[src/rtl/core_bus_bridge.sv]
// core_bus_bridge: arbitrates the core fetch and load/store ports onto one valid/ready
// memory bus, with wait-state stall requests, bus-timeout abort and flush discard.
module core_bus_bridge #(
    parameter int unsigned ADDR_W  = 32,
    parameter int unsigned DATA_W  = 32,
    parameter int unsigned TIMEOUT = 255
) (
    input  logic                clk,
    input  logic                rst,
    input  logic                if_req_i,
    input  logic [ADDR_W-1:0]   if_addr_i,
    output logic [DATA_W-1:0]   if_data_o,
    output logic                if_ready_o,
    output logic                if_err_o,
    input  logic                mem_req_i,
    input  logic                mem_we_i,
    input  logic [DATA_W/8-1:0] mem_sel_i,
    input  logic [ADDR_W-1:0]   mem_addr_i,
    input  logic [DATA_W-1:0]   mem_wdata_i,
    output logic [DATA_W-1:0]   mem_rdata_o,
    output logic                mem_ready_o,
    output logic                mem_err_o,
    input  logic                pipe_stall_i,
    input  logic                flush_i,
    output logic                stallreq_o,
    output logic                bus_valid_o,
    output logic                bus_we_o,
    output logic [DATA_W/8-1:0] bus_sel_o,
    output logic [ADDR_W-1:0]   bus_addr_o,
    output logic [DATA_W-1:0]   bus_wdata_o,
    input  logic                bus_ready_i,
    input  logic [DATA_W-1:0]   bus_rdata_i
);

    localparam int unsigned SEL_W = DATA_W / 8;
    localparam int unsigned CNT_W = (TIMEOUT > 0) ? $clog2(TIMEOUT + 1) : 1;
    localparam logic [CNT_W-1:0] TO_LAST = CNT_W'((TIMEOUT > 0) ? TIMEOUT - 1 : 0);

    typedef enum logic [1:0] {
        IDLE = 2'd0,
        BUSY = 2'd1,
        RESP = 2'd2
    } state_t;

    state_t             state;
    logic               sel_mem;
    logic               discard;
    logic [CNT_W-1:0]   cnt;
    logic [DATA_W-1:0]  resp_data;
    logic               resp_err;

    logic if_pend;
    logic mem_pend;
    logic advance;
    logic port_req;
    logic timeout_hit;

    // A port is pending while it requests and has not yet been served this pipeline step
    assign if_pend     = if_req_i & ~if_ready_o;
    assign mem_pend    = mem_req_i & ~mem_ready_o;
    assign stallreq_o  = if_pend | mem_pend;
    assign advance     = ~stallreq_o & ~pipe_stall_i;
    assign port_req    = sel_mem ? mem_req_i : if_req_i;
    assign timeout_hit = (TIMEOUT != 0) && (cnt == TO_LAST);

    always_ff @(posedge clk or negedge rst) begin
        if (!rst) begin
            state       <= IDLE;
            sel_mem     <= 1'b0;
            discard     <= 1'b0;
            cnt         <= '0;
            resp_data   <= '0;
            resp_err    <= 1'b0;
            if_data_o   <= '0;
            if_ready_o  <= 1'b0;
            if_err_o    <= 1'b0;
            mem_rdata_o <= '0;
            mem_ready_o <= 1'b0;
            mem_err_o   <= 1'b0;
            bus_valid_o <= 1'b0;
            bus_we_o    <= 1'b0;
            bus_sel_o   <= '0;
            bus_addr_o  <= '0;
            bus_wdata_o <= '0;
        end else begin
            // Served flags live until the pipeline moves on or is flushed
            if (flush_i || advance) begin
                if_ready_o  <= 1'b0;
                if_err_o    <= 1'b0;
                mem_ready_o <= 1'b0;
                mem_err_o   <= 1'b0;
            end

            case (state)
                IDLE: begin
                    if (!flush_i && (mem_pend || if_pend)) begin
                        state       <= BUSY;
                        bus_valid_o <= 1'b1;
                        discard     <= 1'b0;
                        cnt         <= '0;
                        sel_mem     <= mem_pend;
                        if (mem_pend) begin
                            bus_we_o    <= mem_we_i;
                            bus_sel_o   <= mem_sel_i;
                            bus_addr_o  <= mem_addr_i;
                            bus_wdata_o <= mem_wdata_i;
                        end else begin
                            bus_we_o    <= 1'b0;
                            bus_sel_o   <= {SEL_W{1'b1}};
                            bus_addr_o  <= if_addr_i;
                            bus_wdata_o <= '0;
                        end
                    end
                end
                BUSY: begin
                    // The bus handshake always finishes; only the result is dropped
                    if (flush_i || !port_req) begin
                        discard <= 1'b1;
                    end
                    if (bus_ready_i) begin
                        bus_valid_o <= 1'b0;
                        resp_data   <= bus_we_o ? '0 : bus_rdata_i;
                        resp_err    <= 1'b0;
                        state       <= RESP;
                    end else if (timeout_hit) begin
                        bus_valid_o <= 1'b0;
                        resp_data   <= '0;
                        resp_err    <= 1'b1;
                        state       <= RESP;
                    end else if (TIMEOUT != 0) begin
                        cnt <= cnt + CNT_W'(1);
                    end
                end
                RESP: begin
                    state <= IDLE;
                    if (!discard && !flush_i) begin
                        if (sel_mem) begin
                            mem_ready_o <= 1'b1;
                            mem_rdata_o <= resp_data;
                            mem_err_o   <= resp_err;
                        end else begin
                            if_ready_o <= 1'b1;
                            if_data_o  <= resp_data;
                            if_err_o   <= resp_err;
                        end
                    end
                end
                default: state <= IDLE;
            endcase
        end
    end

endmodule
[config.mk]
export PLATFORM = sky130hd
export DESIGN_NAME = core_bus_bridge
export DESIGN_NICKNAME = d
export VERILOG_FILES = /design/src/rtl/core_bus_bridge.sv
export SDC_FILE = /design/constraint.sdc
export NUM_CORES = 1
export LEC_CHECK = 0
export BUFFER_PORTS_ARGS = -buffer_cell sky130_fd_sc_hd__buf_2
export CAP_MARGIN = 10
export CORE_MARGIN = 4
export CORE_UTILIZATION = 40
export CTS_CLUSTER_DIAMETER = 120
export CTS_CLUSTER_SIZE = 30
export DETAILED_ROUTE_END_ITERATION = 6
export PLACE_DENSITY = 0.74
export SYNTH_ARGS = -nofsm -noshare
export SYNTH_HDL_FRONTEND = slang
export SYNTH_SLANG_ARGS = --single-unit
[constraint.sdc]
create_clock -name clk -period 1.91 [get_ports clk]
set_input_delay 0.191 -clock clk [delete_from_list [all_inputs] [get_ports clk]]
set_output_delay 0.191 -clock clk [all_outputs]
set_load 0.01 [all_outputs]
Word-level counts from Yosys, hierarchy flattened
Cells that the tools add are included.

Flip-flop bits (word level): 183. Bits of input ports: 140. Output and inout bits: 139. Word-level logic and storage cells: 95.

Add/subtract/negate cells: 1. Equal/unequal tests: 8. Muxes and demuxes: 41. Bitwise logic cells: 9. Reductions and logical operators: 19.

Operators by type and width (number): $mux W32 (5); $mux W1 (25); $mux W8 (3); $pmux W8 S2 (1); $reduce_and A3 Y1 (4); $add A8 B1 Y8 const B (1); $eq A8 B8 Y1 const B (1); $ne A2 B2 Y1 const B (4); $mux W2 (3); $reduce_and A2 Y1 (3); $not A1 Y1 (5); $mux W4 (1); $pmux W1 S2 (2); $pmux W2 S2 (1); $reduce_and A4 Y1 (1); $reduce_bool A2 Y1 (2); $and A1 B1 Y1 (3); $logic_not A1 Y1 (3); $logic_or A1 B1 Y1 (3); $ne A3 B3 Y1 const B (1); $eq A2 B1 Y1 const B (1); $eq A2 B2 Y1 const B (1); $logic_and A1 B1 Y1 (2); $logic_not A2 Y1 (1); $or A1 B1 Y1 (1).

Longest topological paths before layout
Word-level depth: 10. Depth in mapped cells: 7. Gate-level depth less buffers: 6.

Worst setup path before layout
Ideal clock, no wire load.

Path type: reg-to-reg. From: reg state[0]. To: reg if_data_o[0]. Library setup time: 125 ps. Data arrival time: 1484 ps. Required time: 1785 ps. Path slack: 302 ps. Stages on the path, launching flop included: 6. Buffers on the path: 2. Clock period less this slack: 1608 ps. Cells stage by stage: dfrtp_1 > nor4b_4 > nor2b_1 > buf_4 > buf_4 > mux2_2.

Longest elaborated chain between the ends: 2.

Ends and longest elaborated chain: start: declaration (RTL line 45) `state_t state;`; start signal: assignment (RTL line 68) `state <= IDLE;`; start signal: assignment (RTL line 97) `state <= BUSY;`; start signal: assignment (RTL line 124) `state <= RESP;`; $eq A2 B2 Y1 (RTL line 94) `case (state)`; $reduce_and A3 Y1 (no line); end signal: assignment (RTL line 143) `if_data_o <= resp_data;`; end: declaration (RTL line 12) `output logic [DATA_W-1:0] if_data_o,`.

Every way passes these cells. A chain may end at the register's enable or synchronous reset.

Worst setup path in the final report
From: reg state[0]. To: reg if_data_o[11].

The elaborated chain is that of the path after synthesis.

==> reports/results.tsv <==
stage	metric	value	unit
route	drtPass1Iterations	4	
global_route	grt_pass1_wl	31000	um
route	drc	0	
global_route	track_usage	19.8	%
cells_and_area	instances_no_fill	1103	
critical_path	crit_path_end_kind	flop	
pwr	power_switching	4.44	mW
logic_synthesis	synth_nets	659	
logic_synthesis	yosys.area.top_type	dfrtp_1	
place	dp_cells	999	
pwr	power.clock.fraction	26.8	%
clock_network	cts_setup_buffers	0	
critical_path	critPathKind	reg2reg	
critical_path	required	2.22	ns
clock_network	cts_buffer_depth	2	
clock_network	insertion_delay	0.42	ns
logic_synthesis	yosysTopAreaCellShare	64.4	%
clock_network	cts_tree	done	
cells_and_area	final_net_count	1004	
place	dpl_cell_area	0.00886	mm2
cells_and_area	area_growth	43.2	%
critical_path	slowest_stage	dfrtp_1	
pwr	switching_share	32.1	%
pwr	intPower	9.40	mW
place	port_buffers	278	
logic_synthesis	syn_avg_cell_area	13.8	um2
sta	worst_pin_slew	0.525	ns
pwr	p_leak	5.36	nW
die	pin_count	279	
logic_synthesis	netlist_instances	517	
critical_path	critPathLaunch	state[0]	
critical_path	critical_path.max_fanout	35	
sta	finalSetupViolCount	0	
clock_network	cts.sinks	183	
sta	slew_headroom	64.8	%
pwr	power.share.combinational	28.6	%
global_route	grt_max_degree	98	
logic_synthesis	syn_area	0.00711	mm2
critical_path	path_cells	nor4b_4 > nor2b_4 > buf_12 > mux2_2	
cells_and_area	nFillCells	1365	
route	vias	5521	
logic_synthesis	yosys-top-cells-count	dfrtp_1, a22o_1, mux2_2	
sta	period_needed	1.68	ns
critical_path	arrival	1.99	ns
sta	finClkSkew	0.0123	ns
critical_path	cpPeakStageDelay	0.42	ns
outcome	status	finished, final reports clean	
pwr	p_seq_share	44.6	%
sta	drv_slew	0	
clock_network	cts_root_buf	clkbuf_16	
pwr	powerDensity	1360	mW/mm2
clock_network	clk_pin_slew	0.07	ns
route	wl_per_cell	17.9	um
logic_synthesis	ys.warnings.count	0	
critical_path	worst-path-buf-inv	1	
die	core	0.0174	mm2
logic_synthesis	synth-edff-count	0	
global_route	grt.overflow.total	0	
global_route	antenna_found_initial	3	
die	dieArea	0.0200	mm2
sta	period_share	88.0	%
route	detail-route-antenna-nets	0	
die	fp-row-count	48	
route	viasPerCell	5.01	
route	drtIter0Drc	187	
cells_and_area	drive_above_1_share	45.0	%
die	start_util	41.0	%
critical_path	startpoint_type	flop	
logic_synthesis	netlist_top_cells_area	dfrtp_1, mux2_2, a22o_1	
logic_synthesis	async_flop_share	100	%
sta	timing.final.hold_violations	0	
sta	fmax	0.595	GHz
clock_network	h-tree-depth	4	
global_route	grt_pass1_vias	5806	
logic_synthesis	seq_area_frac_synth	64.4	%
critical_path	crit_family	simple AND/OR/NAND/NOR gates	
logic_synthesis	ys_seq_elements	183	
logic_synthesis	yosysUniqueCellTypes	34	
pwr	vdd_drop_max	792	uV
logic_synthesis	synth_ff_type	dfrtp_1	
cells_and_area	final_cell_area	0.0102	mm2
die	die_w	141	um
clock_network	cts_made_buffers	17	
place	gp_congestion	0.812	
die	die_height	141	um
route	wl	19700	um
worst_hold_path	holdCritStartpoint	bus_rdata_i[12]	
logic_synthesis	synth_most_common_cell	dfrtp_1	
clock_network	ctsResizeCount	0	
critical_path	r2r-start	state[0]	
place	place_hpwl	13000	um
worst_hold_path	hold_path_class	in2reg	
run	maxCapViolCount	0	
==> through the flow <==
step                      utilization (%)  worst slack (ns)  hold WS (ns)  TNS (ns)  power (mW)
final                                58.7             0.228        0.0363         0        13.8
after global routing                 58.7          -0.00139       0.00434  -0.00139        14.7
after global placement               51.0             0.263         0.149         0        9.91
after floorplan                         -             0.302        -0.105         0        8.10
after CTS                            58.6             0.228       0.00179         0        13.9
after detailed placement             51.0             0.238         0.150         0        10.0
==> cell families after synthesis <==
kind of cell	share of synthesized area (%)
compound gates	13.0
fa+ha+maj	0.352
buf+inv	2.78
flops	64.4
mux	14.8
simple gates	4.63
==> flip-flops by register name, summed over array words and instances (netlist names), 2 cells and up <==
register and cells:
cnt 8, state 2, mem_rdata_o 32, bus_wdata_o 32, resp_data 32, if_data_o 32, bus_addr_o 32, bus_sel_o 4
==> cell type report <==
cell class                 instances  area (um2)  share of cell area [%]
sequential                       183        4580                    45.0
multi-input combinational        295        2360                    23.2
timing repair buffer             359        2300                    22.6
clock buffer                      18         439                    4.31
tap                              225         282                    2.76
clock inverter                    14         188                    1.84
inverter                           6        22.5                   0.221
antenna                            3        7.51                  0.0737
==> cell usage in the layout, fill, tap and decap left out, drive strengths merged, types with 2 or more instances in the layout <==
master,count
buf,290
dfrtp,183
dlygate4sd3,69
a22o,65
mux2,64
nand2,44
o21ai,44
mux2i,33
clkbuf,18
inv,12
nand3,6
a21oi,5
nor2b,5
o22a,4
clkinv,4
diode,3
bufinv,3
nor2,3
o21bai,2
and2,2
or3,2
o311ai,2
o41ai,2
ha,2
==> worst paths after layout <==
check	endpoint	slack [ns]	depth (start not counted)
max in group asynchronous	bus_addr_o[7]	1.02	3
hold / removal	resp_data[12]	0.04	2
hold reg to reg	bus_addr_o[9]	0.47	2
setup reg to reg	if_data_o[11]	0.23	4
setup / recovery	if_data_o[11]	0.23	4
min in group asynchronous	mem_rdata_o[27]	0.26	2
==> layer usage <==
| layer | global-route usage (%) | vias to the layer above | part of all wire (%) |
|---|---|---|---|
| met5 | 0 | - | 0 |
| met4 | 7.14 | 0 | 2.1 |
| met3 | 6.94 | 30 | 8.7 |
| met2 | 32.8 | 250 | 49 |
| met1 | 24.0 | 2678 | 40 |
| li1 | - | 2563 | - |
==> power by group through the flow <==
stage	Clock [mW]	Combinational, mW	Sequential, mW
after global placement	0	3.76	6.15
after detailed placement	0	3.87	6.17
final	3.71	3.96	6.18
after CTS	3.79	3.98	6.15
after global routing	3.98	4.33	6.35
after floorplan	0	1.53	6.57
==> timing repair <==
action	4_1_cts	5_1_grt
setup endpoints to repair	0	0
hold endpoints to repair	107	1
hold buffers	68	1
(Power assumes the default switching activity.)
